### config.mk
export PLATFORM = sky130hd
export DESIGN_NAME = cam_match_encoder
export DESIGN_NICKNAME = d
export VERILOG_FILES = /design/src/rtl/cam_pkg.sv /design/src/rtl/cam_prio_pick.sv /design/src/rtl/cam_match_encoder.sv
export SDC_FILE = /design/constraint.sdc
export NUM_CORES = 1
export LEC_CHECK = 0
export ABC_CLOCK_PERIOD_IN_PS = 3390
export CAP_MARGIN = 10
export CELL_PAD_IN_SITES_DETAIL_PLACEMENT = 0
export CELL_PAD_IN_SITES_GLOBAL_PLACEMENT = 2
export CORE_UTILIZATION = 34
export CTS_BUF_LIST = sky130_fd_sc_hd__clkbuf_8 sky130_fd_sc_hd__clkbuf_16
export DETAILED_ROUTE_END_ITERATION = 12
export GPL_TIMING_DRIVEN = 1
export PLACE_DENSITY_LB_ADDON = 0.08
export SLEW_MARGIN = 20
export SYNTH_ARGS = -nofsm -noshare
export SYNTH_HDL_FRONTEND = slang
export SYNTH_SLANG_ARGS = --single-unit
### constraint.sdc
create_clock -name clk -period 3.39 [get_ports clk]
set_clock_uncertainty 0.1 [all_clocks]
set_input_delay 0.339 -clock clk [delete_from_list [all_inputs] [get_ports clk]]
set_output_delay 0.339 -clock clk [all_outputs]
set_load 0.005 [all_outputs]
### src/rtl/cam_pkg.sv
// Shared types and width helpers for the CAM match encoder.
package cam_pkg;

    typedef enum logic {
        IDLE = 1'b0,
        EMIT = 1'b1
    } cam_state_e;

    // Width of an encoded entry index (at least one bit).
    function automatic int idx_w(input int w);
        return (w > 1) ? $clog2(w) : 1;
    endfunction

    // Width able to hold a popcount from 0 up to w inclusive.
    function automatic int cnt_w(input int w);
        return $clog2(w + 1);
    endfunction

endpackage

### src/rtl/cam_prio_pick.sv
// Combinational priority pick: selects the lowest or highest set bit of a vector.
module cam_prio_pick
    import cam_pkg::*;
#(
    parameter int WIDTH     = 16,
    parameter bit LSB_FIRST = 1'b1
) (
    input  logic [WIDTH-1:0]        vec_i,
    output logic [idx_w(WIDTH)-1:0] idx_o,
    output logic [WIDTH-1:0]        onehot_o,
    output logic                    any_o
);

    localparam int IW = idx_w(WIDTH);

    // Scan in priority order; the first set bit found wins.
    always_comb begin
        idx_o    = '0;
        onehot_o = '0;
        any_o    = 1'b0;
        for (int unsigned k = 0; k < WIDTH; k++) begin
            int unsigned pos;
            pos = LSB_FIRST ? k : (WIDTH - 1 - k);
            if (!any_o && vec_i[pos]) begin
                any_o    = 1'b1;
                idx_o    = IW'(pos);
                onehot_o = WIDTH'(1) << pos;
            end
        end
    end

endmodule

### src/rtl/cam_match_encoder.sv
// CAM match encoder: accepts a match vector and streams one beat per set bit.
module cam_match_encoder
    import cam_pkg::*;
#(
    parameter int WIDTH     = 16,
    parameter bit LSB_FIRST = 1'b1
) (
    input  logic                    clk,
    input  logic                    rst_n,
    input  logic                    in_valid,
    output logic                    in_ready,
    input  logic [WIDTH-1:0]        in_match,
    output logic                    out_valid,
    input  logic                    out_ready,
    output logic [idx_w(WIDTH)-1:0] out_index,
    output logic                    out_hit,
    output logic                    out_last,
    output logic                    out_multi,
    output logic [cnt_w(WIDTH)-1:0] out_count
);

    localparam int IW = idx_w(WIDTH);
    localparam int CW = cnt_w(WIDTH);
    localparam logic [WIDTH-1:0] ONE = WIDTH'(1);

    cam_state_e       state_q, state_d;
    logic [WIDTH-1:0] pend_q, pend_d;
    logic [WIDTH-1:0] sel_q, sel_d;
    logic             valid_q, valid_d;
    logic [IW-1:0]    idx_q, idx_d;
    logic             hit_q, hit_d;
    logic             last_q, last_d;
    logic             multi_q, multi_d;
    logic [CW-1:0]    cnt_q, cnt_d;

    logic [CW-1:0]    popcnt;
    logic             out_fire;
    logic             accept;
    logic             load;
    logic [IW-1:0]    pk_idx;
    logic [WIDTH-1:0] pk_onehot;
    logic             pk_any;

    assign out_fire = valid_q & out_ready;
    assign in_ready = (state_q == IDLE) | (out_fire & last_q);
    assign accept   = in_valid & in_ready;

    // Population count of the offered vector.
    always_comb begin
        popcnt = '0;
        for (int unsigned k = 0; k < WIDTH; k++) begin
            popcnt = popcnt + CW'(in_match[k]);
        end
    end

    // Pending-vector and handshake next state.
    always_comb begin
        state_d = state_q;
        pend_d  = pend_q;
        valid_d = valid_q;
        cnt_d   = cnt_q;
        multi_d = multi_q;
        load    = 1'b0;
        if (accept) begin
            pend_d  = in_match;
            cnt_d   = popcnt;
            multi_d = (popcnt > CW'(1));
            valid_d = 1'b1;
            state_d = EMIT;
            load    = 1'b1;
        end else if (out_fire) begin
            if (last_q) begin
                pend_d  = '0;
                valid_d = 1'b0;
                state_d = IDLE;
            end else begin
                pend_d = pend_q & ~sel_q;
                load   = 1'b1;
            end
        end
    end

    // The beat that will be presented next is picked from the next pending value,
    // so every beat field comes straight out of a register.
    cam_prio_pick #(
        .WIDTH     (WIDTH),
        .LSB_FIRST (LSB_FIRST)
    ) u_pick (
        .vec_i    (pend_d),
        .idx_o    (pk_idx),
        .onehot_o (pk_onehot),
        .any_o    (pk_any)
    );

    // Beat field next state; refreshed only when a new beat is formed.
    always_comb begin
        idx_d  = idx_q;
        sel_d  = sel_q;
        hit_d  = hit_q;
        last_d = last_q;
        if (load) begin
            idx_d  = pk_idx;
            sel_d  = pk_onehot;
            hit_d  = pk_any;
            last_d = ((pend_d & (pend_d - ONE)) == '0);
        end
    end

    // State and output registers with asynchronous reset.
    always_ff @(posedge clk or negedge rst_n) begin
        if (!rst_n) begin
            state_q <= IDLE;
            pend_q  <= '0;
            sel_q   <= '0;
            valid_q <= 1'b0;
            idx_q   <= '0;
            hit_q   <= 1'b0;
            last_q  <= 1'b0;
            multi_q <= 1'b0;
            cnt_q   <= '0;
        end else begin
            state_q <= state_d;
            pend_q  <= pend_d;
            sel_q   <= sel_d;
            valid_q <= valid_d;
            idx_q   <= idx_d;
            hit_q   <= hit_d;
            last_q  <= last_d;
            multi_q <= multi_d;
            cnt_q   <= cnt_d;
        end
    end

    assign out_valid = valid_q;
    assign out_index = idx_q;
    assign out_hit   = hit_q;
    assign out_last  = last_q;
    assign out_multi = multi_q;
    assign out_count = cnt_q;

endmodule

==> impl_metrics.json, run 1 <==
{
  "rsz0062_at_grt": "true",
  "end_kind": "flip-flop",
  "syn_nets": 351,
  "drtPass1Iterations": 4,
  "synth_top_family_by_area": "compound AO/OA/AOI/OAI gates",
  "drive_gt1_frac": 0.268,
  "period_minus_slack_ns": 3.50,
  "maxCapViolCount": 0,
  "use_met2": 0.347,
  "synthAdderAreaFrac": 0.101,
  "htreeDepth": 2,
  "vias_per_cell": 5.35,
  "grt_pass1_wl_um": 14200,
  "ys_async_sr_fraction": 1.00,
  "cts_num_sinks": 45,
  "synth_seq_cells": 45,
  "finalWirelength_um": 8750,
  "root_buffer": "clkbuf_8",
  "rows": 32,
  "final_cell_mix": "buf_4, dfrtp_1, nand2_1",
  "final_area_um2": 3800,
  "status": "finished with violations",
  "grtUsageMet1": 0.317,
  "dieArea_um2": 8680,
  "busiest_layer": "met2",
  "num_antenna_cells": 0,
  "leakagePower_nw": 1.76,
  "grt_pass1_vias": 2672,
  "peakVddDrop_v": 0.000372,
  "port_buffers": 33,
  "finalHoldViolations": 0,
  "grt_max_degree": 46,
  "io_pins": 34,
  "clk_pin_slew_worst_paths_ns": 0.09,
  "core_region_area_um2": 7890,
  "cpMaxStageDelayCell": "fa_2",
  "synth-xor-area-share": 0.00620,
  "avgSynthCellArea_um2": 8.94,
  "drc": 0,
  "critPathMaxFanout": 3,
  "finalNetCount": 433,
  "netlist_area_um2": 2830,
  "worst_slack_ns": -0.110,
  "criticalPathCategory": "input pin to flip-flop",
  "overflow": 0,
  "avgRoutedWirePerCell_um": 17.5,
  "synth_warnings": 0,
  "synth_top_area_cell": "dfrtp_1",
  "yosys.area_share.simple": 0.178,
  "start_kind": "input pin",
  "gp_congestion": 0.826,
  "clk_path_buf_depth": 2,
  "crit_chain": "buf_8 -> fa_1 -> fa_1 -> inv_2 -> fa_2 -> fa_1 -> inv_2 -> ha_4 -> inv_2 -> fa_2 -> xor2_2 -> a21oi_1 -> nor3b_1 -> a21oi_1",
  "synth_compound_area_frac": 0.251,
  "die_w_um": 93.2,
  "ant_nets": 0,
  "final_common_cell": "buf_4",
  "max_slew_margin": 0.599,
  "syn_inst": 316,
  "crit_arrival_ns": 3.58,
  "dp.cells": 490,
  "ys.flop_type": "dfrtp_1",
  "tightest_slew_ns": 0.602,
  "slew_viol_final": 0,
  "fmax_ghz": 0.286,
  "violations": "setup timing",
  "ys_seq_area_frac": 0.398,
  "grtUsageTotal": 0.217,
  "synth_cell_types": 59,
  "synth_edf_count": 0,
  "cts_inserted_buffers": 5,
  "setup_viol": 1,
  "required_ns": 3.47,
  "dr_total_vias": 2682,
  "antenna_found_initial": 0,
  "critical-path-max-stage-delay_ns": 0.53,
  "fin_cells": 501,
  "start_util": 0.358,
  "synth_top_area_share": 0.398,
  "die_h_um": 93.2,
  "cts_tree": "yes",
  "first_iter_violations": 136,
  "powerDensity_nw_per_um2": 931,
  "hp-class": "input pin to flip-flop",
  "grtUsageMet3": 0.0220,
  "timing.final.crit_share": 1.03,
  "dp_hpwl_um": 6870,
  "postPlaceCellArea_um2": 3630,
  "synth.mux.area_fraction": 0,
  "synth.area.top_cells": "dfrtp_1, fa_1, nand2_1",
  "area_growth_pct": 34.6,
  "insertion_delay_ns": 0.30
}
-- stage by stage --
stage	setup slack (ns)	hold WS (ns)	TNS (ns)	util	total power, W
after global placement	-0.798	0.365	-3.38	0.460	0.00302
final	-0.110	0.316	-0.110	0.482	0.00354
after detailed placement	-0.877	0.367	-3.63	0.460	0.00303
after floorplan	-0.166	-0.0566	-0.207	-	0.00208
after CTS	-0.210	0.170	-0.210	0.474	0.00350
after global routing	-0.228	0.330	-0.302	0.482	0.00383
-- layer usage --
layer | vias up | wire [um]
li1 | 1302 | -
met1 | 1321 | 4300
met2 | 55 | 4050
met3 | 4 | 339
met4 | 0 | 55
met5 | - | 0
-- where the power goes --
part	switching, W	internal (W)	total (W)
Sequential	0.000102	0.000741	0.000843
Clock	0.000188	0.000238	0.000426
Combinational	0.00120	0.00108	0.00227
Total	0.00149	0.00206	0.00354
-- state kept, by name, indices dropped and copies added, names as in the netlist --
signal	flops
pend_q	16
sel_q	16
out_count	5
out_index	4
out_hit	1
out_last	1
out_multi	1
out_valid	1
-- critical path, delay by kind of cell --
family	cells	cell delay, ns
fa+ha+maj	6	2.49
buf+inv	4	0.28
simple gates	1	0.17
compound gates	2	0.16
xor+xnor	1	0.15
-- final timing paths --
check,startpoint,endpoint,cells past startpoint,slack (ns)
worst max-delay path,in_match[13],out_multi$_DFFE_PN0P_,14,-0.11
worst min-delay path,in_match[9],pend_q[9]$_DFF_PN0_,4,0.32
worst max register to register,out_valid$_DFFE_PN0P_,out_last$_DFFE_PN0P_,8,0.54
worst min register to register,sel_q[12]$_DFFE_PN0P_,sel_q[12]$_DFFE_PN0P_,2,0.38
max in group asynchronous,rst_n,out_index[0]$_DFFE_PN0P_,2,2.30
min in group asynchronous,rst_n,out_valid$_DFFE_PN0P_,2,0.48
-- Yosys cell counts (all sizes together), types with 5 or more instances --
cell,n
nand3,13
buf,9
fa,10
nor2,23
nand2,43
clkbuf,8
o31ai,6
dfrtp,45
nor3,5
ha,5
inv,28
a21oi,10
o211ai,9
nor4,5
o21ai,33
-- logic make-up after synthesis --
kind of cell / count (synthesis)
AOI/OAI and AO/OA: 100
xor gates and xnor gates: 2
adders and majority gates: 17
buffers and inverters: 45
DFF: 45
and+or+nand+nor: 107
-- layout make-up --
cell class	instances	area (um^2)
multi-input cells	226	1560
repair buffers	92	767
clock inverters	2	33.8
well taps	102	128
clock buffers	6	82.6
flip-flops and latches	45	1130
fillers	781	4080
inverters	28	105
-- timing repair --
item                                    CTS  global route
pin swaps                                13            16
buffers inserted                          1             1
endpoints found under the setup margin    5             5
hold endpoints to repair                  0            21
gates resized for setup                  46            15
hold buffers                              0             1
No activity file was read; power rests on OpenSTA's default activity.
==> run 2: changes to the inputs <==
--- a/config.mk
+++ b/config.mk
@@ -9,11 +9,13 @@
 export CAP_MARGIN = 10
 export CELL_PAD_IN_SITES_DETAIL_PLACEMENT = 0
 export CELL_PAD_IN_SITES_GLOBAL_PLACEMENT = 2
+export CORE_ASPECT_RATIO = 0.6
 export CORE_UTILIZATION = 34
 export CTS_BUF_LIST = sky130_fd_sc_hd__clkbuf_8 sky130_fd_sc_hd__clkbuf_16
 export DETAILED_ROUTE_END_ITERATION = 12
 export GPL_TIMING_DRIVEN = 1
 export PLACE_DENSITY_LB_ADDON = 0.08
+export RECOVER_POWER = 25
 export SLEW_MARGIN = 20
 export SYNTH_ARGS = -nofsm -noshare
 export SYNTH_HDL_FRONTEND = slang
==> run 2 against run 1 <==
Effect of this change: the run ends with capacitance limit, slew limit, setup timing left; total power shrank 4.8%; critical path depth unchanged; worst hold slack improved by 0.018 ns; wire length increased by 2.7%; design area is 4.6% lower; fmax is 2.2% lower; combinational power fell by 9.7%; die area is 0.14% higher; worst setup slack worse by 0.080 ns; core utilization fell by 2.7 points; global-route usage grew 0.44 points; via count is 3.1% lower; critical path type unchanged; highest routed layer unchanged.
==> impl_metrics.json, run 2 (same netlist as run 1, synthesis figures left out) <==
{
  "status": "finished with violations",
  "violations": "capacitance limit, slew limit, setup timing",
  "cpMaxStageDelayCell": "fa_1",
  "htreeDepth": 2,
  "tns_ns": -0.251,
  "port_buffers": 33,
  "fmax_ghz": 0.279,
  "cts_setup_buffers": 0,
  "cts_tree": "yes",
  "critPathMaxFanout": 3,
  "crit_chain": "buf_6 -> fa_1 -> inv_2 -> fa_1 -> fa_1 -> fa_1 -> inv_1 -> ha_2 -> inv_2 -> fa_2 -> xor2_1 -> a21oi_1 -> nor3b_1 -> a21oi_1",
  "core_region_area_um2": 7980,
  "pre_cts_ws_ns": -0.848,
  "die_h_um": 72.6,
  "final_cell_mix": "dfrtp_1, nand2_1, buf_4",
  "first_iter_violations": 228,
  "cp-endpoint": "out_multi$_DFFE_PN0P_",
  "gp_congestion": 0.843,
  "rr_worst_depth": 7,
  "grt_pass1_vias": 2627,
  "finalWirelength_um": 8990,
  "final_common_cell": "dfrtp_1",
  "start_kind": "input pin",
  "required_ns": 3.46,
  "area.sequential_um2": 1130,
  "timing.final.crit_share": 1.06,
  "root_buffer": "clkbuf_16",
  "fin_cells": 488,
  "start_util": 0.354,
  "vias_per_cell": 5.32,
  "num_antenna_cells": 0,
  "grtUsageTotal": 0.221,
  "period_minus_slack_ns": 3.58,
  "clk_path_buf_depth": 2,
  "finalPower_w": 0.00337,
  "multi_input_area_um2": 1530,
  "io_pins": 34,
  "dr_total_vias": 2598,
  "overflow": 0,
  "powerDensity_nw_per_um2": 929,
  "fin_util": 0.455,
  "finalNetCount": 414,
  "max_slew_margin": -0.658,
  "end_kind": "flip-flop",
  "area_growth_pct": 28.4,
  "clk_pin_slew_worst_paths_ns": 0.06,
  "grt_max_degree": 46,
  "die_w_um": 120,
  "rrSetupSlack_ns": 0.39,
  "hold_depth": 4,
  "reg2reg_to": "out_last$_DFFE_PN0P_",
  "r2r_start": "out_valid$_DFFE_PN0P_",
  "crit_arrival_ns": 3.65,
  "criticalPathCategory": "input pin to flip-flop",
  "timing.critical_path.from": "in_match[5]",
  "hp-class": "input pin to flip-flop",
  "ant_nets": 0,
  "dieArea_um2": 8690,
  "peakVddDrop_v": 0.000272,
  "drc": 0,
  "cts_num_sinks": 45,
  "finalHoldViolations": 0,
  "leakagePower_nw": 1.67,
  "antenna_found_initial": 0,
  "rsz0062_at_grt": "true",
  "worst_slack_ns": -0.190,
  "drtPass1Iterations": 7,
  "dp_hpwl_um": 7120,
  "setup_viol": 2,
  "insertion_delay_ns": 0.29,
  "fill_cells": 807,
  "avgRoutedWirePerCell_um": 18.4,
  "crit_top_cell": "fa_1",
  "maxCapViolCount": 1,
  "slew_viol_final": 46,
  "dp.cells": 480,
  "cts_inserted_buffers": 5,
  "rows": 25,
  "critical-path-max-stage-delay_ns": 0.56,
  "drive_gt1_frac": 0.211,
  "grt_pass1_wl_um": 14200,
  "tightest_slew_ns": 2.49
}
run 2: layer usage:
metal / global-route usage / up-vias / routed length, um
li1: - / 1268 / -
met1: 0.342 / 1267 / 4890
met4: 0.0431 / 0 / 71
met2: 0.310 / 56 / 3510
met3: 0.0531 / 7 / 514
met5: 0 / - / 0
run 2: worst min-delay path by stage:
stage,start,to,slack [ns]
4_1_cts,rst_n,out_index[2]$_DFFE_PN0P_,0.17
2_1_floorplan,rst_n,out_count[0]$_DFFE_PN0P_,-0.06
5_1_grt,in_match[9],pend_q[9]$_DFF_PN0_,0.35
3_5_place_dp,out_count[3]$_DFFE_PN0P_,out_count[3]$_DFFE_PN0P_,0.37
3_3_place_gp,out_count[0]$_DFFE_PN0P_,out_count[0]$_DFFE_PN0P_,0.36
6_report,in_match[9],pend_q[9]$_DFF_PN0_,0.33
run 2: where the power goes:
group          switching [W]  internal, W  total [W]  leakage (nW)
logic                0.00116     0.000892    0.00205          1.01
registers           0.000105     0.000742   0.000847         0.586
clock network       0.000207     0.000268   0.000475        0.0748
run 2: final cells by class:
cell class / count / area share
clock buffers: 5 / 0.0345
clock inverters: 3 / 0.00379
inverters: 28 / 0.0290
multi-input cells: 226 / 0.421
flip-flops and latches: 45 / 0.310
well taps: 108 / 0.0372
repair buffers: 73 / 0.165
run 2: timing repair:
| item | 4_1_cts | 5_1_grt |
|---|---|---|
| hold buffers | 0 | 0 |
| gates cloned | 0 | 0 |
| endpoints found under the setup margin | 5 | 5 |
| resized for setup | 38 | 5 |
| pin swaps | 12 | 10 |
run 2: per-stage QoR:
step	area, um^2	hold WS [ns]
floorplan	2830	-0.0566
global placement	3520	0.361
detailed placement	3520	0.371
CTS	3630	0.170
global route	3630	0.352
finish	3630	0.333
run 2: critical path, delay by kind of cell:
kind	cells	cell delay (ns)
and+or+nand+nor	1	0.20
buffers and inverters	4	0.26
adders and majority gates	6	2.51
xor gates and xnor gates	1	0.17
AOI/OAI and AO/OA	2	0.19
